===== config.mk =====
export PLATFORM = sky130hd
export DESIGN_NAME = instr_frame_sequencer
export DESIGN_NICKNAME = d
export VERILOG_FILES = /design/src/rtl/instr_seq_pkg.sv /design/src/rtl/instr_rsp_slot.sv /design/src/rtl/instr_frame_sequencer.sv
export SDC_FILE = /design/constraint.sdc
export NUM_CORES = 1
export LEC_CHECK = 0
export ABC_AREA = 1
export CAP_MARGIN = 30
export CORE_MARGIN = 3
export CORE_UTILIZATION = 50
export DETAILED_ROUTE_END_ITERATION = 8
export GPL_ROUTABILITY_DRIVEN = 0
export PLACE_DENSITY = 0.79
export SETUP_SLACK_MARGIN = 0.5
export SLEW_MARGIN = 25
export SYNTH_ARGS = -nofsm -noshare
export SYNTH_HDL_FRONTEND = slang
export SYNTH_SLANG_ARGS = --single-unit

===== constraint.sdc =====
create_clock -name clk -period 1.9 [get_ports clk]
set_input_delay 0.475 -clock clk [delete_from_list [all_inputs] [get_ports clk]]
set_output_delay 0.475 -clock clk [all_outputs]
set_load 0.01 [all_outputs]

===== src/rtl/instr_seq_pkg.sv =====
// Shared types and constants for the instruction frame sequencer and its response slot.
package instr_seq_pkg;

    localparam int FRAME_BEATS   = 4;
    localparam int HDR_BIT       = 1;
    localparam int RESYNC_CYCLES = 3;

    typedef enum logic [2:0] {
        ST_RESYNC,
        ST_IDLE,
        ST_SEND,
        ST_TAIL,
        ST_GAP
    } seq_state_e;

    typedef struct packed {
        logic [FRAME_BEATS-1:0][7:0] data;
        logic [FRAME_BEATS-1:0]      flags;
    } rsp_t;

endpackage


===== src/rtl/instr_rsp_slot.sv =====
// Single-entry valid/ready holding register for one completed frame response.
module instr_rsp_slot
    import instr_seq_pkg::*;
(
    input  logic clk,
    input  logic rst,
    input  logic load,
    input  rsp_t load_rsp,
    input  logic ready,
    output logic valid,
    output rsp_t rsp
);

    // A load only happens while the slot is empty, so it never races a drain.
    always_ff @(posedge clk) begin
        if (!rst) begin
            valid <= 1'b0;
            rsp   <= '0;
        end else if (load) begin
            valid <= 1'b1;
            rsp   <= load_rsp;
        end else if (valid && ready) begin
            valid <= 1'b0;
        end
    end

endmodule


===== src/rtl/instr_frame_sequencer.sv =====
// Turns 32-bit commands into 4-beat frames aligned to the instruction FSM cycle
// and collects the FSM's per-beat byte and flag into one response word.
module instr_frame_sequencer
    import instr_seq_pkg::*;
#(
    parameter logic [7:0] IDLE_BYTE  = 8'h00,
    parameter int         GAP_CYCLES = 0
) (
    input  logic        clk,
    input  logic        rst,
    input  logic        cmd_valid,
    input  logic [31:0] cmd_data,
    output logic        cmd_ready,
    output logic [7:0]  instr_o,
    input  logic [7:0]  fsm_instr_i,
    input  logic        fsm_flag_i,
    output logic        rsp_valid,
    output logic [31:0] rsp_data,
    output logic [3:0]  rsp_flags,
    input  logic        rsp_ready,
    output logic        busy
);

    if (IDLE_BYTE[HDR_BIT] != 1'b0) begin : g_bad_idle
        $error("IDLE_BYTE must keep the header bit clear");
    end
    if (GAP_CYCLES < 0 || GAP_CYCLES > 15) begin : g_bad_gap
        $error("GAP_CYCLES must be within 0..15");
    end

    localparam logic [1:0] LAST_BEAT = 2'(FRAME_BEATS - 1);
    localparam logic [7:0] HDR_MASK  = 8'(1) << HDR_BIT;

    seq_state_e                  state, state_d;
    logic [3:0]                  cnt;
    logic [1:0]                  beat;
    logic [FRAME_BEATS-2:0][7:0] cmd_q;       // beats 1..3, shifted out byte by byte
    logic [FRAME_BEATS-1:0][7:0] acc_data;
    logic [FRAME_BEATS-2:0]      acc_flags;
    logic [7:0]                  instr_d;
    logic                        accept;
    logic                        load;
    rsp_t                        load_rsp;
    rsp_t                        slot_rsp;

    // state register
    always_ff @(posedge clk) begin
        if (!rst) state <= ST_RESYNC;
        else      state <= state_d;
    end

    // next-state
    always_comb begin
        state_d = state;
        case (state)
            ST_RESYNC: if (cnt == 4'(RESYNC_CYCLES - 1)) state_d = ST_IDLE;
            ST_IDLE:   if (accept) state_d = ST_SEND;
            ST_SEND:   if (beat == LAST_BEAT) state_d = ST_TAIL;
            ST_TAIL:   state_d = (GAP_CYCLES > 0) ? ST_GAP : ST_IDLE;
            ST_GAP:    if (cnt == 4'd0) state_d = ST_IDLE;
            default:   state_d = ST_RESYNC;
        endcase
    end

    // outputs; instr_d is the byte for the next cycle since instr_o is registered
    always_comb begin
        cmd_ready = (state == ST_IDLE) && !rsp_valid;
        accept    = cmd_valid && cmd_ready;
        busy      = (state != ST_IDLE);
        load      = (state == ST_TAIL);
        instr_d   = IDLE_BYTE;
        if (accept)
            instr_d = cmd_data[7:0] | HDR_MASK;
        else if (state == ST_SEND && beat != LAST_BEAT)
            instr_d = cmd_q[0];
    end

    always_ff @(posedge clk) begin
        if (!rst) begin
            cnt       <= '0;
            beat      <= '0;
            cmd_q     <= '0;
            acc_data  <= '0;
            acc_flags <= '0;
            instr_o   <= IDLE_BYTE;
        end else begin
            instr_o <= instr_d;
            case (state)
                ST_RESYNC: cnt <= (state_d == ST_IDLE) ? 4'd0 : cnt + 4'd1;
                ST_IDLE: if (accept) begin
                    cmd_q <= cmd_data[31:8];
                    beat  <= '0;
                end
                ST_SEND: begin
                    // flag for beat k arrives one cycle after beat k was driven
                    acc_data[beat] <= fsm_instr_i;
                    if (beat != 2'd0) acc_flags[beat - 2'd1] <= fsm_flag_i;
                    cmd_q <= {8'h00, cmd_q[FRAME_BEATS-2:1]};
                    beat  <= beat + 2'd1;
                end
                ST_TAIL: cnt <= 4'(GAP_CYCLES - 1);
                ST_GAP:  cnt <= cnt - 4'd1;
                default: ;
            endcase
        end
    end

    always_comb begin
        load_rsp       = '0;
        load_rsp.data  = acc_data;
        load_rsp.flags = {fsm_flag_i, acc_flags};
    end

    instr_rsp_slot u_slot (
        .clk      (clk),
        .rst      (rst),
        .load     (load),
        .load_rsp (load_rsp),
        .ready    (rsp_ready),
        .valid    (rsp_valid),
        .rsp      (slot_rsp)
    );

    assign rsp_data  = slot_rsp.data;
    assign rsp_flags = slot_rsp.flags;

endmodule

==> summary.md <==
| Metric | Value |
|---|---|
| Status | `finished clean` |
| Syn Nets | `616` |
| Max Clock Freq | `584.5 MHz` |
| Antenna viol nets, final | `0` |
| Max IR drop VDD | `748.2 µV` |
| Unrepaired setup endpoints after global routing | `true` |
| Die X | `99.43 µm` |
| Post-synthesis cell type count | `29` |
| Post-DP Area | `0.005323 mm²` |
| Total Wirelength | `14650 µm` |
| Clock Path Buffers | `2` |
| Worst-path clk slew | `0.06 ns` |
| Final Hold Fails | `0` |
| Switch Pwr | `0.002076 W` |
| Fin nets | `740` |
| Max_cap viols | `0` |
| Crit start category | `flop` |
| GRT Total Usage | `23.40%` |
| CORE AREA | `0.008341 mm²` |
| CP max FO | `3` |
| Setup crit end kind | `output pin` |
| Setup-failing EPs final | `0` |
| YS warnings | `0` |
| Buf/Inv on CP | `2` |
| Post-DP HPWL | `6718 µm` |
| Clock Latency Late Sink | `0.53 ns` |
| CTS root buf | `clkbuf_8` |
| CP top delay family | `flip-flops` |
| CP Class | `reg2out` |
| Die Y | `99.43 µm` |
| Sequential power share | `36.7%` |
| Vias/cell | `5.690` |
| FF+latch count, synth | `113` |
| Hold crit path type | `in2reg` |
| Clock sinks | `113` |
| Synth top area share | `51.83%` |
| P&R area growth vs syn | `57.02%` |
| Clock skew | `0.007491 ns` |
| Combinational share of power | `19.7%` |
| Worst slew pin tran | `0.6504 ns` |
| Power per cell area | `1086 mW/mm²` |
| Synthesized area | `0.004364 mm²` |
| First drt pass iteration count | `5` |
| Slew Limit Fails | `0` |
| Slowest-stage cell, CP | `dfxtp_4` |
| Pin count of the biggest net entering global routing | `77` |
| Hold WS | `0.4237 ns` |
| Diodes inserted | `0` |
| Die Area | `0.009885 mm²` |
| Vias in the first global route | `4025` |
| Htree depth | `4` |
| Filler instances | `412` |
| Post-route cell area | `0.006853 mm²` |
| IO Count | `92` |
| Final worst path period need | `1.711 ns` |
| Crit path largest cell delay | `0.34 ns` |
| Period Utilization, post-route | `90.04%` |
| Switching share of power | `27.90%` |
| CTS Buf Count | `17` |
| CTS tree | `yes` |
| Grt ovf | `0` |
| Sequential area share after synthesis | `51.83%` |
| Crit-path cells | `inv_2 > nand3_4 > nor2_4 > buf_6` |
| Initial antenna violation count | `0` |
| Cts hold-fix bufs | `0` |
| P_leak | `2.716 nW` |
| I/O Buffers | `90` |
| Rel. slew slack | `56.60%` |
| Iteration-0 DRC Markers | `318` |
| Data required time of the worst path | `1.42 ns` |
| Drc violations | `0` |
| Wire length of the first global-routing pass | `18450 µm` |
| Int Pwr | `0.005364 W` |
| Cell taking the most area after synthesis | `dfxtp_1` |
| Main area contributors after synthesis | `dfxtp_1 52%, nor2_1 12%, o21ai_0 11%` |
| Cell row count | `33` |
| Clk pwr share | `43.6%` |
| Crit path DAT | `1.24 ns` |
| Mapped Cells | `562` |
| Setup tns final | `0 ns` |
| DR vias | `4569` |
| Mean Syn Cell Area | `7.765 µm²` |
| Initial Utilization | `52.33%` |
| WL/cell | `18.25 µm` |
| Layout cells sized above 1 | `34.53%` |
[sequential cells by signal, summed over array words and instances, names as in the netlist]
name	flops
cnt	4
u_slot.valid	1
state	3
acc_data	32
acc_flags	3
cmd_q	24
beat	2
u_slot.rsp	36
instr_o	8
[Yosys cell counts]
cell type and instances:
nor3_1 1, buf_6 3, clkbuf_2 1, nand2_1 81, nand2_4 2, nor2_1 145
xnor2_1 2, o21a_1 1, o21ai_0 92, nor2_4 3, a31oi_1 16, inv_1 16
a21oi_1 26, buf_4 3, nor3b_1 1, nor2_2 1, buf_1 2, nand3_1 10
a21o_1 1, buf_2 8, dfxtp_1 113, nand2_2 1, clkinv_4 1, xor2_1 1
nand3_2 2, ha_1 9, inv_2 7, clkbuf_1 12, a21oi_2 1
[per-layer routing]
| layer | share of wire (%) | global-route usage [%] | vias up |
|---|---|---|---|
| li1 | - | - | 2091 |
| met1 | 36 | 26.74 | 2126 |
| met2 | 51 | 40.86 | 281 |
| met3 | 7.9 | 6.802 | 71 |
| met4 | 5.0 | 9.559 | 0 |
| met5 | 0 | 0 | - |
[cell families after synthesis]
| kind of cell | share of synthesized area [%] |
|---|---|
| AO/OA/AOI/OAI | 16.37 |
| buffers and inverters | 5.705 |
| AND/OR/NAND/NOR | 22.91 |
| XOR/XNOR | 0.6022 |
| flip-flops | 51.83 |
| adder cells (fa/ha/maj) | 2.580 |
[worst paths after layout]
kind                                start         to  slack [ns]  depth (start not counted)
worst min register to register  cmd_q[17]  cmd_q[17]        0.46                          2
worst max register to register   state[2]     cnt[2]        0.24                         10
worst max-delay path             state[1]  cmd_ready        0.19                          4
worst min-delay path                  rst  cmd_q[11]        0.42                          3
[power by group through the flow]
| stage | Clock [W] | Combinational (W) | Sequential (W) |
|---|---|---|---|
| after floorplan | 0 | 0.000643 | 0.00268 |
| after global placement | 0 | 0.000877 | 0.00271 |
| after detailed placement | 0 | 0.000912 | 0.00272 |
| after CTS | 0.00319 | 0.00101 | 0.00267 |
| after global routing | 0.00336 | 0.00157 | 0.00274 |
| final | 0.00325 | 0.00146 | 0.00273 |
[worst reg2reg max path: stages (launching register included)]
cell,delay [ns]
dfxtp_2,0.34
inv_2,0.06
buf_4,0.13
buf_6,0.12
nand3_1,0.20
inv_2,0.11
nor2_1,0.13
nand3_1,0.15
nand2_2,0.12
nand3_1,0.09
a21oi_1,0.15
[stage by stage]
stage | power, W | setup slack, ns | instances | utilization [%]
floorplan | 0.003327 | 0.5338 | 562 | -
global placement | 0.003584 | 0.2408 | 736 | 63.82
detailed placement | 0.003629 | 0.2020 | 736 | 63.82
CTS | 0.006872 | 0.1823 | 780 | 73.85
global route | 0.007678 | 0.1284 | 803 | 82.16
finish | 0.007440 | 0.1892 | 803 | 82.16
[area by class of cell]
type,instances,area (µm²),area share (%)
inverters,24,126.4,1.844
repair inverters,2,15.01,0.2191
clock buffers,20,425.4,6.208
clock inverters,11,163.9,2.392
repair buffers,130,1466,21.40
multi-input cells,398,2190,31.95
well taps,105,131.4,1.917
flip-flops and latches,113,2335,34.07
[placed cells by master, fill, tap and decap left out, types with 3 or more instances in the layout]
master	netlist	final
inv_1	16	13
a31oi_1	16	8
o21ai_0	92	61
nor2_2	1	10
dfxtp_4	0	5
buf_6	3	52
bufinv_16	0	4
clkbuf_1	12	3
dfxtp_1	113	65
clkbuf_16	0	20
nand3_1	10	9
a21oi_1	26	20
nand2_4	2	3
a21oi_2	1	7
inv_2	7	5
nand2_1	81	69
o21ai_1	0	19
clkdlybuf4s50_1	0	42
buf_4	3	15
nor2_1	145	133
o21ai_2	0	12
buf_12	0	8
nor2_4	3	6
buf_2	8	6
ha_1	9	8
nand2_8	0	5
nand2_2	1	9
a31oi_4	0	4
clkinvlp_4	0	5
clkinv_2	0	4
dfxtp_2	0	43
a31oi_2	0	4
[what timing repair did]
action	CTS	global route
pin swaps	3	29
endpoints found under the hold margin	0	0
resized for setup	288	133
cloned	3	6
setup buffers	10	17
endpoints found under the setup margin	95	151
(Power assumes the default switching activity.)
